--- src/rtl/window_rotate_sampler.sv ---
// Rotates a WIN_W x WIN_W pixel window by angle*10 degrees and streams bilinear-resampled pixels.
// Optional macro SAMPLER_BORDER_CLAMP_EN: replicate border pixels instead of zeroing out-of-window samples.
module window_rotate_sampler #(
    parameter int WIN_W       = 4,
    parameter int DATA_W      = 8,
    parameter int OUT_W       = 8,
    parameter int INTERP_BITS = 4,
    parameter int LANES       = 1
) (
    input  logic                                  clk,
    input  logic                                  rst,
    input  logic                                  in_valid,
    output logic                                  in_ready,
    input  logic [5:0]                            angle,
    input  logic [WIN_W*WIN_W*DATA_W-1:0]         window_in,
    output logic                                  out_valid,
    input  logic                                  out_ready,
    output logic [LANES*OUT_W-1:0]                out_samples,
    output logic [$clog2(WIN_W*WIN_W/LANES)-1:0]  out_idx,
    output logic                                  out_last,
    output logic                                  busy
);

    localparam int NPIX   = WIN_W * WIN_W;
    localparam int NBEAT  = NPIX / LANES;
    localparam int IDX_W  = $clog2(NBEAT);
    localparam int IB     = INTERP_BITS;
    localparam int COEF_W = 18;
    localparam int PW     = $clog2(WIN_W) + IB + 3 + COEF_W + 1;
    localparam int SW     = DATA_W + IB + 2;
    localparam int PRW    = 2 * SW;
    localparam int CEN_I  = ((WIN_W - 1) << IB) / 2;
    localparam int MAXC_I = (WIN_W - 1) << IB;
    localparam int UP     = (OUT_W >= DATA_W) ? OUT_W - DATA_W : 0;
    localparam int DN     = (DATA_W > OUT_W) ? DATA_W - OUT_W : 0;
    localparam logic [IDX_W-1:0] LAST = IDX_W'(NBEAT - 1);

    typedef logic [DATA_W-1:0] pix_t;
    typedef struct packed {
        logic          oow;
        logic [IB-1:0] xa;
        logic [IB-1:0] ya;
        pix_t          p00;
        pix_t          p01;
        pix_t          p10;
        pix_t          p11;
    } tap_t;

    typedef enum logic [1:0] {IDLE, RUN, DRAIN} state_t;

    // cos(k*10 deg) in Q1.15; sin(k*10 deg) is cos_q15(9-k)
    function automatic logic signed [COEF_W-1:0] cos_q15(input logic [3:0] k);
        case (k)
            4'd0:    return 18'sd32768;
            4'd1:    return 18'sd32270;
            4'd2:    return 18'sd30792;
            4'd3:    return 18'sd28378;
            4'd4:    return 18'sd25102;
            4'd5:    return 18'sd21063;
            4'd6:    return 18'sd16384;
            4'd7:    return 18'sd11207;
            4'd8:    return 18'sd5690;
            default: return 18'sd0;
        endcase
    endfunction

    function automatic pix_t get_pix(input logic [NPIX*DATA_W-1:0] win, input int c, input int r);
        return win[(r*WIN_W + c)*DATA_W +: DATA_W];
    endfunction

    function automatic tap_t fetch(input int g, input logic [1:0] q,
                                   input logic signed [COEF_W-1:0] cs,
                                   input logic signed [COEF_W-1:0] sn,
                                   input logic [NPIX*DATA_W-1:0] win);
        logic signed [PW-1:0] u, v, ur, vr, xf, yf, x, y, xlo, ylo;
        logic x_oob, y_oob;
        int   xl, yl, xh, yh, ui, vi;
        tap_t tp;
        ui = ((g % WIN_W) << IB) - CEN_I;
        vi = ((g / WIN_W) << IB) - CEN_I;
        u  = PW'(ui);
        v  = PW'(vi);
        case (q)
            2'd0:    begin ur = u;  vr = v;  end
            2'd1:    begin ur = -v; vr = u;  end
            2'd2:    begin ur = -u; vr = -v; end
            default: begin ur = v;  vr = -u; end
        endcase
        xf = ur * PW'(cs) - vr * PW'(sn);
        yf = ur * PW'(sn) + vr * PW'(cs);
        x  = (xf >>> 15) + PW'(CEN_I);
        y  = (yf >>> 15) + PW'(CEN_I);
`ifdef SAMPLER_BORDER_CLAMP_EN
        if (x < 0) x = '0;
        else if (x > PW'(MAXC_I)) x = PW'(MAXC_I);
        if (y < 0) y = '0;
        else if (y > PW'(MAXC_I)) y = PW'(MAXC_I);
`endif
        xlo   = x >>> IB;
        ylo   = y >>> IB;
        tp.xa = x[IB-1:0];
        tp.ya = y[IB-1:0];
        // hi is only read with a nonzero weight, so lo == WIN_W-1 is legal at alpha 0
        x_oob = (xlo < 0) || (xlo > PW'(WIN_W - 1)) || ((tp.xa != '0) && (xlo == PW'(WIN_W - 1)));
        y_oob = (ylo < 0) || (ylo > PW'(WIN_W - 1)) || ((tp.ya != '0) && (ylo == PW'(WIN_W - 1)));
        tp.oow = x_oob || y_oob;
        xl = tp.oow ? 0 : int'(xlo);
        yl = tp.oow ? 0 : int'(ylo);
        xh = (!tp.oow && tp.xa != '0) ? xl + 1 : xl;
        yh = (!tp.oow && tp.ya != '0) ? yl + 1 : yl;
        tp.p00 = get_pix(win, xl, yl);
        tp.p01 = get_pix(win, xh, yl);
        tp.p10 = get_pix(win, xl, yh);
        tp.p11 = get_pix(win, xh, yh);
        return tp;
    endfunction

    function automatic logic signed [SW-1:0] widen(input pix_t p);
        return $signed({{(SW-DATA_W){1'b0}}, p});
    endfunction

    function automatic logic signed [SW-1:0] lerp(input logic signed [SW-1:0] a,
                                                  input logic signed [SW-1:0] b,
                                                  input logic [IB-1:0] w);
        logic signed [PRW-1:0] prod;
        prod = PRW'(b - a) * PRW'($signed({1'b0, w}));
        return a + SW'(prod >>> IB);
    endfunction

    function automatic pix_t sat(input logic signed [SW-1:0] r);
        if (r < 0) return '0;
        if (r > SW'((1 << DATA_W) - 1)) return '1;
        return r[DATA_W-1:0];
    endfunction

    function automatic logic [OUT_W-1:0] scale(input pix_t p);
        logic [DATA_W+UP-1:0] wide;
        wide = (DATA_W+UP)'(p) << UP;
        return OUT_W'(wide >> DN);
    endfunction

    function automatic logic [OUT_W-1:0] out_pix(input logic signed [SW-1:0] t,
                                                 input logic signed [SW-1:0] b,
                                                 input logic [IB-1:0] ya, input logic oow);
        return oow ? '0 : scale(sat(lerp(t, b, ya)));
    endfunction

    state_t                   state, state_nxt;
    logic                     armed, issue, accept, adv;
    logic [IDX_W-1:0]         addr;
    logic [NPIX*DATA_W-1:0]   win_r;
    logic [1:0]               q_r;
    logic [3:0]               s_r;
    logic [5:0]               ang_w;
    logic signed [COEF_W-1:0] cs, sn;
    tap_t                     tap_w  [LANES];
    tap_t                     tap_p0 [LANES];
    logic signed [SW-1:0]     t_p1   [LANES];
    logic signed [SW-1:0]     b_p1   [LANES];
    logic [IB-1:0]            ya_p1  [LANES];
    logic                     oow_p1 [LANES];
    logic [IDX_W-1:0]         idx_p0, idx_p1;
    logic                     last_p0, last_p1, vld_p0, vld_p1;
    logic [LANES*OUT_W-1:0]   samp_w;

    assign adv    = !(out_valid && !out_ready);
    assign accept = in_valid && in_ready;
    assign ang_w  = (angle >= 6'd36) ? angle - 6'd36 : angle;
    assign cs     = cos_q15(s_r);
    assign sn     = cos_q15(4'd9 - s_r);

    always_ff @(posedge clk or posedge rst) begin
        if (rst) begin
            state <= IDLE;
            armed <= 1'b0;
            addr  <= '0;
        end else begin
            state <= state_nxt;
            armed <= 1'b1;
            if (accept) addr <= '0;
            else if (issue) addr <= (addr == LAST) ? '0 : addr + 1'b1;
        end
    end

    always_comb begin
        state_nxt = state;
        case (state)
            IDLE:    if (accept) state_nxt = RUN;
            RUN:     if (issue && addr == LAST) state_nxt = DRAIN;
            DRAIN:   if (out_valid && out_ready && out_last) state_nxt = IDLE;
            default: state_nxt = IDLE;
        endcase
    end

    always_comb begin
        in_ready = armed && (state == IDLE);
        busy     = (state != IDLE);
        issue    = (state == RUN) && adv;
    end

    always_ff @(posedge clk) begin
        if (accept) begin
            win_r <= window_in;
            q_r   <= 2'(ang_w / 6'd9);
            s_r   <= 4'(ang_w % 6'd9);
        end
    end

    always_comb begin
        for (int l = 0; l < LANES; l++)
            tap_w[l] = fetch(int'(addr) * LANES + l, q_r, cs, sn, win_r);
    end

    // p0: coordinates and tap fetch; p1: horizontal blend
    always_ff @(posedge clk) begin
        if (adv) begin
            tap_p0  <= tap_w;
            idx_p0  <= addr;
            last_p0 <= (addr == LAST);
            for (int l = 0; l < LANES; l++) begin
                t_p1[l]   <= lerp(widen(tap_p0[l].p00), widen(tap_p0[l].p01), tap_p0[l].xa);
                b_p1[l]   <= lerp(widen(tap_p0[l].p10), widen(tap_p0[l].p11), tap_p0[l].xa);
                ya_p1[l]  <= tap_p0[l].ya;
                oow_p1[l] <= tap_p0[l].oow;
            end
            idx_p1  <= idx_p0;
            last_p1 <= last_p0;
        end
    end

    always_comb begin
        samp_w = '0;
        for (int l = 0; l < LANES; l++)
            samp_w[l*OUT_W +: OUT_W] = out_pix(t_p1[l], b_p1[l], ya_p1[l], oow_p1[l]);
    end

    // p2: vertical blend, clamp and scale into the output register
    always_ff @(posedge clk or posedge rst) begin
        if (rst) begin
            vld_p0      <= 1'b0;
            vld_p1      <= 1'b0;
            out_valid   <= 1'b0;
            out_idx     <= '0;
            out_last    <= 1'b0;
            out_samples <= '0;
        end else if (adv) begin
            vld_p0      <= issue;
            vld_p1      <= vld_p0;
            out_valid   <= vld_p1;
            out_idx     <= idx_p1;
            out_last    <= last_p1 && vld_p1;
            out_samples <= samp_w;
        end
    end

endmodule
--- config.mk ---
export PLATFORM = sky130hd
export DESIGN_NAME = window_rotate_sampler
export DESIGN_NICKNAME = d
export VERILOG_FILES = /design/src/rtl/window_rotate_sampler.sv
export SDC_FILE = /design/constraint.sdc
export NUM_CORES = 2
export LEC_CHECK = 0
export ABC_AREA = 1
export BUFFER_PORTS_ARGS = -buffer_cell sky130_fd_sc_hd__clkbuf_2
export CAP_MARGIN = 10
export CORE_UTILIZATION = 23
export DETAILED_ROUTE_END_ITERATION = 8
export PLACE_DENSITY_LB_ADDON = 0.12
export SLEW_MARGIN = 40
export SYNTH_ARGS = -nofsm -noshare
export SYNTH_HDL_FRONTEND = slang
export SYNTH_SLANG_ARGS = --single-unit
--- constraint.sdc ---
create_clock -name clk -period 13.1 [get_ports clk]
set_input_delay 1.965 -clock clk [delete_from_list [all_inputs] [get_ports clk]]
set_output_delay 1.965 -clock clk [all_outputs]
set_load 0.01 [all_outputs]
==> metrics.txt <==
MaxCap Viol Count 0; starting DRC count in detailed routing 1,367; max incr delay on CP 680 ps; die height 400.4 um; setup ws final 853.2 ps; Critical-path top delay cell fa_2; CTS H-tree depth 2; num rows 145; CTS Hold Buffers Added 0; Synth Flop Type edfxtp_1; period utilization 93.49%; diodes inserted 0; Clock Tree Root clkbuf_16; largest net degree at the start of global routing 65; via count 27,570; CP Data Arrival Time 12,560 ps; Placed Instances 6,611; initial antenna violation count 0; most frequent CP cell inv_1; unrepaired setup endpoints after global routing no; layout cells sized above 1 8.443%; Syn Inst Count 4,416; async set or reset register ratio after synthesis 9.200%; fin nets 5,615; GRT Residual Overflow 0; # DRC 0; die width 400.4 um; outcome finished clean; Skew-Pair Late Insertion Delay 590 ps; Rel. slew slack 44.27%; sequential-to-total area share from yosys stat 19.83%; HP Class reg2reg; minimum clock period 12,250 ps; detailed-route wire length per cell 16.68 um; Fmax 81.65 MHz; most frequent cells in the layout inv_1, nand2_1, fa_1, ha_1, nand3_1; critical path class reg2reg; clock buffer depth 3; worst slew pin tran 833.9 ps; fillcell total 17,180; GPL Wtd Cong 0.8417; Synth Area per Inst 8.268 um^2; sequential cell area 0.007242 mm^2; clock sink count 250; core area 0.1569 mm^2; DRT antenna net count 0; starting density of the core 23.27%; Util after Layout 26.21%; first-pass GRT wire length 176,300 um; Fin Setup TNS 0 ps; Die ar. 0.1603 mm^2; # setup viols final 0; CTS tree built; CP Data Required Time 13,420 ps; synth warn 0; overall routing resource usage 14.22%; crit end category register; Area growth syn-to-layout 12.64%; Setup WS pre-CTS 221.6 ps; Port Buffers 153; unique cell type count in the Yosys netlist 54; worst-path fanout max 8; Total Routed Length 111,400 um; Synth Register Bits 250; Avg Vias per Cell 4.129; Slew Viols, Final 0; final clock skew 29.82 ps; TritonCTS Buffers 34; Clock transition at path regs 80 ps; IO Pins 154; number of global-route vias before repair 29,480; final-report hold violation count 0; DRT Pass-1 Iters 6; Post-synth EDFFs 212; Multi-input gate area 0.02472 mm^2; Syn Std Cell Area 0.03651 mm^2; most common cell after layout, fill and taps aside inv_1; startpoint types register; Non-Filler Instances 6,677; post-DP HPWL 96,680 um
## kinds of logic (layout without fill, tap and decap cells)
logic type,after synthesis,after routing,synth area share [%]
buffers and inverters,1199,1387,12.74
AND/OR/NAND/NOR,1649,1649,19.60
AO/OA/AOI/OAI,300,300,4.626
XOR/XNOR,132,132,3.166
adder cells (fa/ha/maj),884,884,40.01
other,2,17,0.02057
flip-flops,250,250,19.83
## flip-flops by register name, summed over array words and instances (netlist names), 2 cells and up
signal,flops
win_r,128
b_p1,11
state,2
s_r,4
t_p1,11
addr,4
idx_p0,4
ya_p1,4
idx_p1,4
q_r,2
cs,15
out_samples,8
out_idx,4
tap_p0,41
## synth_stat cells (10+ instances only)
| cell type | number | area [um^2] |
|---|---|---|
| a21o_1 | 14 | 105.1 |
| o21ai_0 | 55 | 275.3 |
| nor2_2 | 10 | 62.56 |
| fa_1 | 473 | 9469 |
| a21oi_1 | 139 | 695.7 |
| edfxtp_1 | 212 | 6366 |
| o21bai_1 | 19 | 142.6 |
| nand3_1 | 380 | 1902 |
| clkbuf_1 | 32 | 120.1 |
| nand2_1 | 761 | 2856 |
| inv_2 | 20 | 75.07 |
| ha_1 | 410 | 5130 |
| o211ai_1 | 12 | 90.09 |
| buf_6 | 12 | 135.1 |
| inv_1 | 1096 | 4114 |
| dfxtp_1 | 15 | 300.3 |
| dfrtp_1 | 23 | 575.6 |
| nor2_1 | 365 | 1370 |
| buf_2 | 28 | 140.1 |
| nor3_1 | 14 | 70.07 |
| or2_2 | 34 | 212.7 |
| xnor2_1 | 57 | 499.2 |
| xor2_1 | 75 | 656.9 |
| nand2_2 | 18 | 112.6 |
| o21ai_1 | 34 | 170.2 |
| nand4_1 | 26 | 162.7 |
## final cells by class
cell class | count | area share [%]
Clock buffer | 45 | 2.245
Timing Repair Buffer | 207 | 2.948
Sequential cell | 250 | 17.61
Inverter | 1119 | 10.24
Multi-Input combinational cell | 2982 | 60.11
Tap cell | 2058 | 6.261
Clock inverter | 16 | 0.5841
## stage by stage
| stage | cell area [um^2] | hold slack, ps |
|---|---|---|
| floorplan | 36570 | 400.3 |
| global placement | 39870 | 403.6 |
| detailed placement | 39880 | 404.5 |
| CTS | 41040 | 416.5 |
| global route | 41130 | 419.1 |
| finish | 41130 | 416.6 |
## per-layer routing
layer / wire [um] / global-route usage, % / vias up
li1: - / - / 13870
met1: 56670 / 20.67 / 13240
met2: 50220 / 23.15 / 405
met3: 3132 / 1.288 / 55
met5: 0 / 0 / -
met4: 1358 / 2.166 / 0
## worst paths after layout
path / from / endpoint / slack, ps / depth (start not counted)
worst max-delay path: s_r[1] / tap_p0[5] / 850 / 51
worst min-delay path: tap_p0[35] / ya_p1[0][3] / 420 / 0
worst max register to register: s_r[1] / tap_p0[5] / 850 / 51
worst min register to register: tap_p0[35] / ya_p1[0][3] / 420 / 0
max in group asynchronous: rst / addr[0] / 11380 / 3
min in group asynchronous: rst / out_samples[4] / 1440 / 3
## critical path, delay by kind of cell (launching register included)
family / cells / cell delay (ps)
AO/OA/AOI/OAI: 5 / 830
AND/OR/NAND/NOR: 19 / 2990
buffers and inverters: 13 / 1530
adder cells (fa/ha/maj): 13 / 5950
flip-flops: 1 / 460
XOR/XNOR: 1 / 180
## timing repair
item,in CTS,in global routing
gates resized for setup,0,15
endpoints found under the setup margin,0,32
setup buffers,0,5
Power is not shown: default switching activity piles up to over one toggle a cycle in this logic, so the estimate is an artifact.
